[src/rtl/retro_hyperram_burst_splitter_if.sv]
// Request/command bus of the HyperRAM burst splitter.
// slave = splitter side, master = requester/controller side.
interface retro_hyperram_burst_splitter_if #(
  parameter int AddressBusWidth = 23,
  parameter int LengthWidth     = 16,
  parameter int BoundaryBits    = 9
);
  logic                       ReqValid;
  logic                       ReqReady;
  logic                       ReqRead;
  logic [AddressBusWidth-1:0] ReqAddress;
  logic [LengthWidth-1:0]     ReqLength;
  logic                       CmdValid;
  logic                       CmdReady;
  logic                       CmdRead;
  logic [AddressBusWidth-1:0] CmdAddress;
  logic [BoundaryBits:0]      CmdLength;
  logic                       Done;
  logic                       Overflow;
  logic                       Busy;

  modport slave (
    input  ReqValid, ReqRead, ReqAddress, ReqLength, CmdReady,
    output ReqReady, CmdValid, CmdRead, CmdAddress, CmdLength, Done, Overflow, Busy
  );
  modport master (
    output ReqValid, ReqRead, ReqAddress, ReqLength, CmdReady,
    input  ReqReady, CmdValid, CmdRead, CmdAddress, CmdLength, Done, Overflow, Busy
  );
endinterface

[src/rtl/retro_hyperram_burst_splitter.sv]
// Splits linear word requests into controller commands that never cross a 2^BoundaryBits-word block.
// Optional HYPERRAM_TOP_CLAMP_EN: stop at the top word and flag Overflow instead of wrapping to 0.
module retro_hyperram_burst_splitter #(
  parameter int AddressBusWidth = 23,
  parameter int LengthWidth     = 16,
  parameter int BoundaryBits    = 9
) (
  input  logic Clk,
  input  logic ResetN,
  retro_hyperram_burst_splitter_if.slave bus
);
  localparam int AW = AddressBusWidth;
  localparam int LW = LengthWidth;
  localparam int BB = BoundaryBits;
  localparam int CW = (LW > BB + 1) ? LW : BB + 1;
`ifdef HYPERRAM_TOP_CLAMP_EN
  localparam bit TopClamp = 1'b1;
`else
  localparam bit TopClamp = 1'b0;
`endif

  typedef enum logic {IDLE, ISSUE} state_t;

  state_t         state;
  logic           req_ready, cmd_valid, done_q, ovf_q, busy_q, rd_q, top_q;
  logic [AW-1:0]  addr_q;
  logic [BB:0]    len_q;
  logic [LW-1:0]  rem_q;   // words still to issue after the command currently presented

  logic [AW-1:0]  src_addr;
  logic [LW-1:0]  src_rem, ch_rem;
  logic [BB:0]    room, ch_len;
  logic [AW:0]    ch_end;
  logic           ch_top;

  // One chunk calculator serves both the first command (from the request) and every follow-on.
  // The top of memory is block-aligned, so the block limit already implies the top-of-memory limit.
  always_comb begin
    src_addr = (state == IDLE) ? bus.ReqAddress : addr_q + AW'(len_q);
    src_rem  = (state == IDLE) ? bus.ReqLength  : rem_q;
    room     = (BB+1)'(1 << BB) - {1'b0, src_addr[BB-1:0]};
    ch_len   = (CW'(src_rem) < CW'(room)) ? (BB+1)'(src_rem) : room;
    ch_rem   = src_rem - LW'(ch_len);
    ch_end   = {1'b0, src_addr} + (AW+1)'(ch_len);
    ch_top   = ch_end[AW];
  end

  always_ff @(posedge Clk or negedge ResetN) begin
    if (!ResetN) begin
      state     <= IDLE;
      req_ready <= 1'b0;
      cmd_valid <= 1'b0;
      done_q    <= 1'b0;
      ovf_q     <= 1'b0;
      busy_q    <= 1'b0;
      rd_q      <= 1'b0;
      top_q     <= 1'b0;
      addr_q    <= '0;
      len_q     <= '0;
      rem_q     <= '0;
    end else begin
      done_q <= 1'b0;
      ovf_q  <= 1'b0;
      case (state)
        IDLE: begin
          req_ready <= 1'b1;
          if (bus.ReqValid && req_ready) begin
            rd_q <= bus.ReqRead;
            if (bus.ReqLength == '0) begin
              done_q <= 1'b1;
            end else begin
              state     <= ISSUE;
              req_ready <= 1'b0;
              cmd_valid <= 1'b1;
              busy_q    <= 1'b1;
              addr_q    <= bus.ReqAddress;
              len_q     <= ch_len;
              rem_q     <= ch_rem;
              top_q     <= ch_top;
            end
          end
        end
        ISSUE: begin
          if (bus.CmdReady) begin
            if (rem_q == '0 || (TopClamp && top_q)) begin
              state     <= IDLE;
              req_ready <= 1'b1;
              cmd_valid <= 1'b0;
              busy_q    <= 1'b0;
              done_q    <= 1'b1;
              ovf_q     <= TopClamp && top_q && (rem_q != '0);
            end else begin
              addr_q <= src_addr;
              len_q  <= ch_len;
              rem_q  <= ch_rem;
              top_q  <= ch_top;
            end
          end
        end
        default: state <= IDLE;
      endcase
    end
  end

  assign bus.ReqReady   = req_ready;
  assign bus.CmdValid   = cmd_valid;
  assign bus.CmdRead    = rd_q;
  assign bus.CmdAddress = addr_q;
  assign bus.CmdLength  = len_q;
  assign bus.Done       = done_q;
  assign bus.Overflow   = ovf_q;
  assign bus.Busy       = busy_q;
endmodule

[src/flat_wrapper.sv]
// flat-port wrapper written by rule: the top's interface ports become plain ports
module retro_hyperram_burst_splitter_flat 
#(
  parameter int AddressBusWidth = 23,
  parameter int LengthWidth     = 16,
  parameter int BoundaryBits    = 9
)
  (Clk, ResetN, bus_ReqValid, bus_ReqRead, bus_ReqAddress, bus_ReqLength, bus_CmdReady, bus_ReqReady, bus_CmdValid, bus_CmdRead, bus_CmdAddress, bus_CmdLength, bus_Done, bus_Overflow, bus_Busy);
  retro_hyperram_burst_splitter_if #(.AddressBusWidth(AddressBusWidth), .LengthWidth(LengthWidth), .BoundaryBits(BoundaryBits)) bus_i ();
  input  logic Clk;
  input  logic ResetN;
  input wire logic [$bits(bus_i.ReqValid)-1:0] bus_ReqValid;
  input wire logic [$bits(bus_i.ReqRead)-1:0] bus_ReqRead;
  input wire logic [$bits(bus_i.ReqAddress)-1:0] bus_ReqAddress;
  input wire logic [$bits(bus_i.ReqLength)-1:0] bus_ReqLength;
  input wire logic [$bits(bus_i.CmdReady)-1:0] bus_CmdReady;
  output wire logic [$bits(bus_i.ReqReady)-1:0] bus_ReqReady;
  output wire logic [$bits(bus_i.CmdValid)-1:0] bus_CmdValid;
  output wire logic [$bits(bus_i.CmdRead)-1:0] bus_CmdRead;
  output wire logic [$bits(bus_i.CmdAddress)-1:0] bus_CmdAddress;
  output wire logic [$bits(bus_i.CmdLength)-1:0] bus_CmdLength;
  output wire logic [$bits(bus_i.Done)-1:0] bus_Done;
  output wire logic [$bits(bus_i.Overflow)-1:0] bus_Overflow;
  output wire logic [$bits(bus_i.Busy)-1:0] bus_Busy;
  assign bus_i.ReqValid = bus_ReqValid;
  assign bus_i.ReqRead = bus_ReqRead;
  assign bus_i.ReqAddress = bus_ReqAddress;
  assign bus_i.ReqLength = bus_ReqLength;
  assign bus_i.CmdReady = bus_CmdReady;
  assign bus_ReqReady = bus_i.ReqReady;
  assign bus_CmdValid = bus_i.CmdValid;
  assign bus_CmdRead = bus_i.CmdRead;
  assign bus_CmdAddress = bus_i.CmdAddress;
  assign bus_CmdLength = bus_i.CmdLength;
  assign bus_Done = bus_i.Done;
  assign bus_Overflow = bus_i.Overflow;
  assign bus_Busy = bus_i.Busy;
  retro_hyperram_burst_splitter #(.AddressBusWidth(AddressBusWidth), .LengthWidth(LengthWidth), .BoundaryBits(BoundaryBits)) u_core (.Clk(Clk), .ResetN(ResetN), .bus(bus_i));
endmodule
[config.mk]
export PLATFORM = sky130hd
export DESIGN_NAME = retro_hyperram_burst_splitter_flat
export DESIGN_NICKNAME = d
export VERILOG_FILES = /design/src/rtl/retro_hyperram_burst_splitter_if.sv /design/src/rtl/retro_hyperram_burst_splitter.sv /design/src/flat_wrapper.sv
export SDC_FILE = /design/constraint.sdc
export NUM_CORES = 1
export LEC_CHECK = 0
export BUFFER_PORTS_ARGS = -buffer_cell sky130_fd_sc_hd__buf_2
export CAP_MARGIN = 20
export CORE_MARGIN = 4
export CORE_UTILIZATION = 50
export CTS_CLUSTER_DIAMETER = 50
export DETAILED_ROUTE_END_ITERATION = 10
export PLACE_DENSITY = 0.82
export SYNTH_ARGS = -nofsm -noshare
export SYNTH_HDL_FRONTEND = slang
export SYNTH_SLANG_ARGS = --single-unit
export TNS_END_PERCENT = 5
[constraint.sdc]
create_clock -name Clk -period 14.55 [get_ports Clk]
set_input_delay 0 -clock Clk [delete_from_list [all_inputs] [get_ports Clk]]
set_output_delay 0 -clock Clk [all_outputs]
set_load 0.05 [all_outputs]
==> results by stage <==
STA:
- The final-layout setup total negative slack is 0 ps.
- The clock arrives with between 10 and 15 ps of skew.
- Setup violations remaining at the end of the flow were counted as 0.
- After layout, the worst setup slack is slightly above 7000 ps.
- The total count of max-transition violations in the final report came to 0.
- Of the available clock period, the critical path in the final layout requires about half.
- The final critical-path required period is 7490 ps.
- The worst slew margin relative to its limit is approximately a third.
- Setup repair after global routing left no endpoint under its margin.
- The total count of hold-check failures in the final report is 0.
- The achievable frequency is ~130 MHz.
- The actual slew at the worst max-slew pin is between 900 and 1000 ps.

Critical path:
- The largest fanout of any net on the critical path is 23.
- The worst path required time is approximately 15000 ps.
- Tracing the worst setup path back leads to its startpoint at u_core.bus.CmdLength[0].
- The launch instance of the worst register-to-register path is u_core.bus.CmdLength[0].
- The arrival time at the worst endpoint is between 7000 and 8000 ps.
- The worst setup path is launched from a flip-flop.
- The worst setup path is of the reg2reg kind.
- The type of destination of the critical path is a flip-flop.

Global route:
- The global-route wire length before repair is 19.6 mm.
- The overall fraction of global-route tracks in use is 23.4%.
- The via count of the first global-routing pass came to 4160.
- The total congestion overflow is 0.
- For this run, global-route usage on met1 was measured as 30.0%.
- The busiest metal layer after global routing is met2.
- The met2 routing resource usage after global routing is around 40%.
- In the global route stage, met3 resource usage came out at 3.60%.
- The largest net degree at the start of global routing is 57.
- The number of antenna violations at the first check in global routing is 0.

Layout:
- The library cells used most frequently in the layout, excluding fill and tap cells, are buf_2, nor2_1, nand2_1, dfrtp_1, a21oi_1.
- In the final design database the tool counted 668 nets.
- The post-route cell area is slightly above 5000 um2.
- From synthesis to final layout, the design area changed by 17.0%.
- The post-route netlist has a little over a fifth of its cells at a drive strength greater than 1.
- The most common cell after layout, fill and taps aside is buf_2.
- The number of antenna repair diodes is 0.

Floorplanning:
- The width of the die is roughly 100 um.
- The initialized floorplan defines 33 standard-cell rows.
- The area inside the core boundary is approximately 8300 um2.
- The floorplan step defined a die boundary enclosing approximately 10000 um2.
- From bottom edge to top edge, the die measures about 100 um.
- Once the floorplan was initialized, standard cells occupied a little over half of the core.
- The I/O pin count is between 80 and 90.

Logic synthesis:
- Counting flops with an async set or reset pin after synthesis yields a share of between 90% and 100%.
- Of the synthesized area, sequential elements account for roughly 31%.
- The post-synth design cell area is roughly 4300 um2.
- The synthesized netlist devotes between 4 and 5% of its cell area to XOR and XNOR gates.
- During synthesis, Yosys emitted a total of 0 warnings.
- The mean area per synthesized cell is between 8 and 9 um2.
- After technology mapping, the gate count stands at between 500 and 600.
- Summing the areas of all fa, ha and maj instances in the mapped netlist gives a little under a tenth of the synthesized area.
- In the synthesized netlist the dominant register cell turns out to be dfrtp_1.
- The largest family of logic cells by synthesized area is compound AO/OA/AOI/OAI gates.
- Multiplexer cells account for 7.45% of the synthesized area.
- The netlist uses 70 different library cells.
- The synthesized-area fraction occupied by ao, oa, aoi and oai cells is about 24%.
- The simple-gate area share of the yosys netlist is roughly 20%.
- The synthesized design contains 54 register bits.
- The number of nets in the synthesized netlist is between 500 and 600.
- Yosys mapped a number of flops with a built-in enable equal to 0.

Run status:
- The run finished with clean final reports.

Drt:
- In this run the remaining antenna-violating nets after routing total 0.
- The residual DRC count is 0.
- In this run, the number of DRC markers left after iteration 0 of detailed routing was around 350.
- The pre-antenna-repair detailed-routing pass consisted of 5 iterations.
- The detailed-route wire length per cell is between 15 and 20 um.
- Dividing the detail-routed via count by the number of cells gives between 5 and 6.
- The total routed wirelength is 11.8 mm.
- For this block, the via count after detailed routing is 4186.

Placed design:
- During placement, the flow inserted port buffers numbering just over 80.
- The routability congestion estimate from global placement is just over 0.9.
- The placement-stage worst setup slack is slightly above 7000 ps.
- In this run the cell area measured after placement is about 4800 um2.
- The HPWL after detailed placement is 8.58 mm.

Clock tree:
- In this run, CTS created clock tree buffers numbering 5.
- The number of clock sinks is 54.
- The number of setup buffers added after CTS is 0.
- TritonCTS built the clock tree.
- After clock tree synthesis, the flow added hold-fix buffers numbering 12.
- The clock root buffer master is clkbuf_8.
- For the worst-skew pair, the clock arrives at the later sink with an insertion delay of around 320 ps.
- The count of H-tree levels built during CTS is 2.
- The post-cts sizing count is 0.
- The number of buffers between clock root and the deepest sink is 2.
- The clock transition at the registers of the reported paths is around 120 ps.

Flow run:
- The number of maximum-capacitance constraint violations is 0.

Min path:
- The startpoint identified for the worst hold timing path is bus_ReqAddress[13].
- The class of the worst hold path is in2reg.
-- metrics by stage --
step	utilization [%]	hold WS (ps)	cells
6_report	60.8	2.55	700
5_1_grt	60.8	4.97	700
4_1_cts	60.6	0.887	698
3_5_place_dp	58.0	187	678
3_3_place_gp	58.0	173	678
2_1_floorplan	-	-296	509
-- final timing paths --
| kind | endpoint | slack [ps] | depth (start not counted) |
|---|---|---|---|
| min in group asynchronous | u_core.rem_q[7] | 350 | 3 |
| worst max-delay path | u_core.rem_q[13] | 7060 | 26 |
| worst max register to register | u_core.rem_q[13] | 7060 | 26 |
| worst min register to register | u_core.bus.CmdRead | 520 | 1 |
| worst min-delay path | u_core.bus.CmdAddress[13] | 3 | 3 |
| max in group asynchronous | u_core.state | 13710 | 3 |
-- Yosys cell counts (all sizes together), types with 3 or more instances --
| cell | number | area share, % |
|---|---|---|
| nor2 | 57 | 5.0 |
| nand2 | 55 | 4.8 |
| dfrtp | 54 | 31 |
| a21oi | 47 | 5.4 |
| o21ai | 33 | 3.8 |
| ha | 28 | 8.1 |
| mux2i | 22 | 5.1 |
| inv | 15 | 1.3 |
| nand3 | 15 | 1.7 |
| o22ai | 14 | 2.0 |
| xnor2 | 14 | 2.8 |
| clkbuf | 12 | 1.0 |
| buf | 10 | 1.1 |
| mux2 | 9 | 2.3 |
| nor3 | 9 | 1.3 |
| a211oi | 8 | 1.6 |
| a21o | 8 | 1.4 |
| nor4 | 8 | 1.2 |
| xor2 | 8 | 1.6 |
| and3 | 7 | 1.1 |
| nand2b | 7 | 1.0 |
| nor2b | 6 | 0.87 |
| o21a | 6 | 1.0 |
| a31oi | 4 | 0.58 |
| and2 | 4 | 0.58 |
| a221oi | 3 | 0.61 |
| o211ai | 3 | 0.52 |
| o32ai | 3 | 1.2 |
| o41ai | 3 | 0.96 |
| or2 | 3 | 0.43 |
-- registers in the layout (all words and copies together), names as in the netlist --
name,count
u_core.bus.CmdRead,1
u_core.bus.CmdLength,10
u_core.rem_q,16
u_core.bus.ReqReady,1
u_core.bus.Done,1
u_core.bus.CmdAddress,23
u_core.bus.CmdValid,1
u_core.state,1
-- critical path: stages, from the launching register on --
cell	delay, ps
dfrtp_1	420
ha_1	260
fa_1	430
a211oi_2	410
o21ba_2	230
o22ai_1	90
nor4b_4	370
xor2_1	410
inv_1	90
ha_1	300
and4_1	210
o2111ai_1	90
a21o_1	120
nand4bb_1	770
a21oi_1	560
ha_1	300
nor2b_1	140
o21a_1	180
o21a_1	200
o41a_1	430
a21bo_2	230
a21oi_1	60
a21oi_1	350
o41ai_2	180
nor2_2	190
mux2i_1	210
a221oi_1	90
-- logic make-up after synthesis --
group                    after synthesis
AND/OR/NAND/NOR                      180
AO/OA/AOI/OAI                        154
flip-flops                            54
buffers and inverters                 37
multiplexers                          31
adder cells (fa/ha/maj)               30
XOR/XNOR                              22
other                                  1
-- layer usage --
layer	wire (um)	up-vias
met5	0	-
met4	213	0
met3	627	20
met2	5890	130
met1	5040	2013
li1	-	2023
-- cell type report --
cell class / instances / area, um2
multi-input cells: 418 / 2830
fillers: 718 / 3250
repair buffers: 100 / 583
clock buffers: 5 / 68.8
flip-flops and latches: 54 / 1350
inverters: 15 / 56.3
well taps: 105 / 131
clock inverters: 3 / 28.8
Power is left out: the tool's default activity adds up to more than one toggle a clock period on the data nets, which glitch-free logic cannot reach.
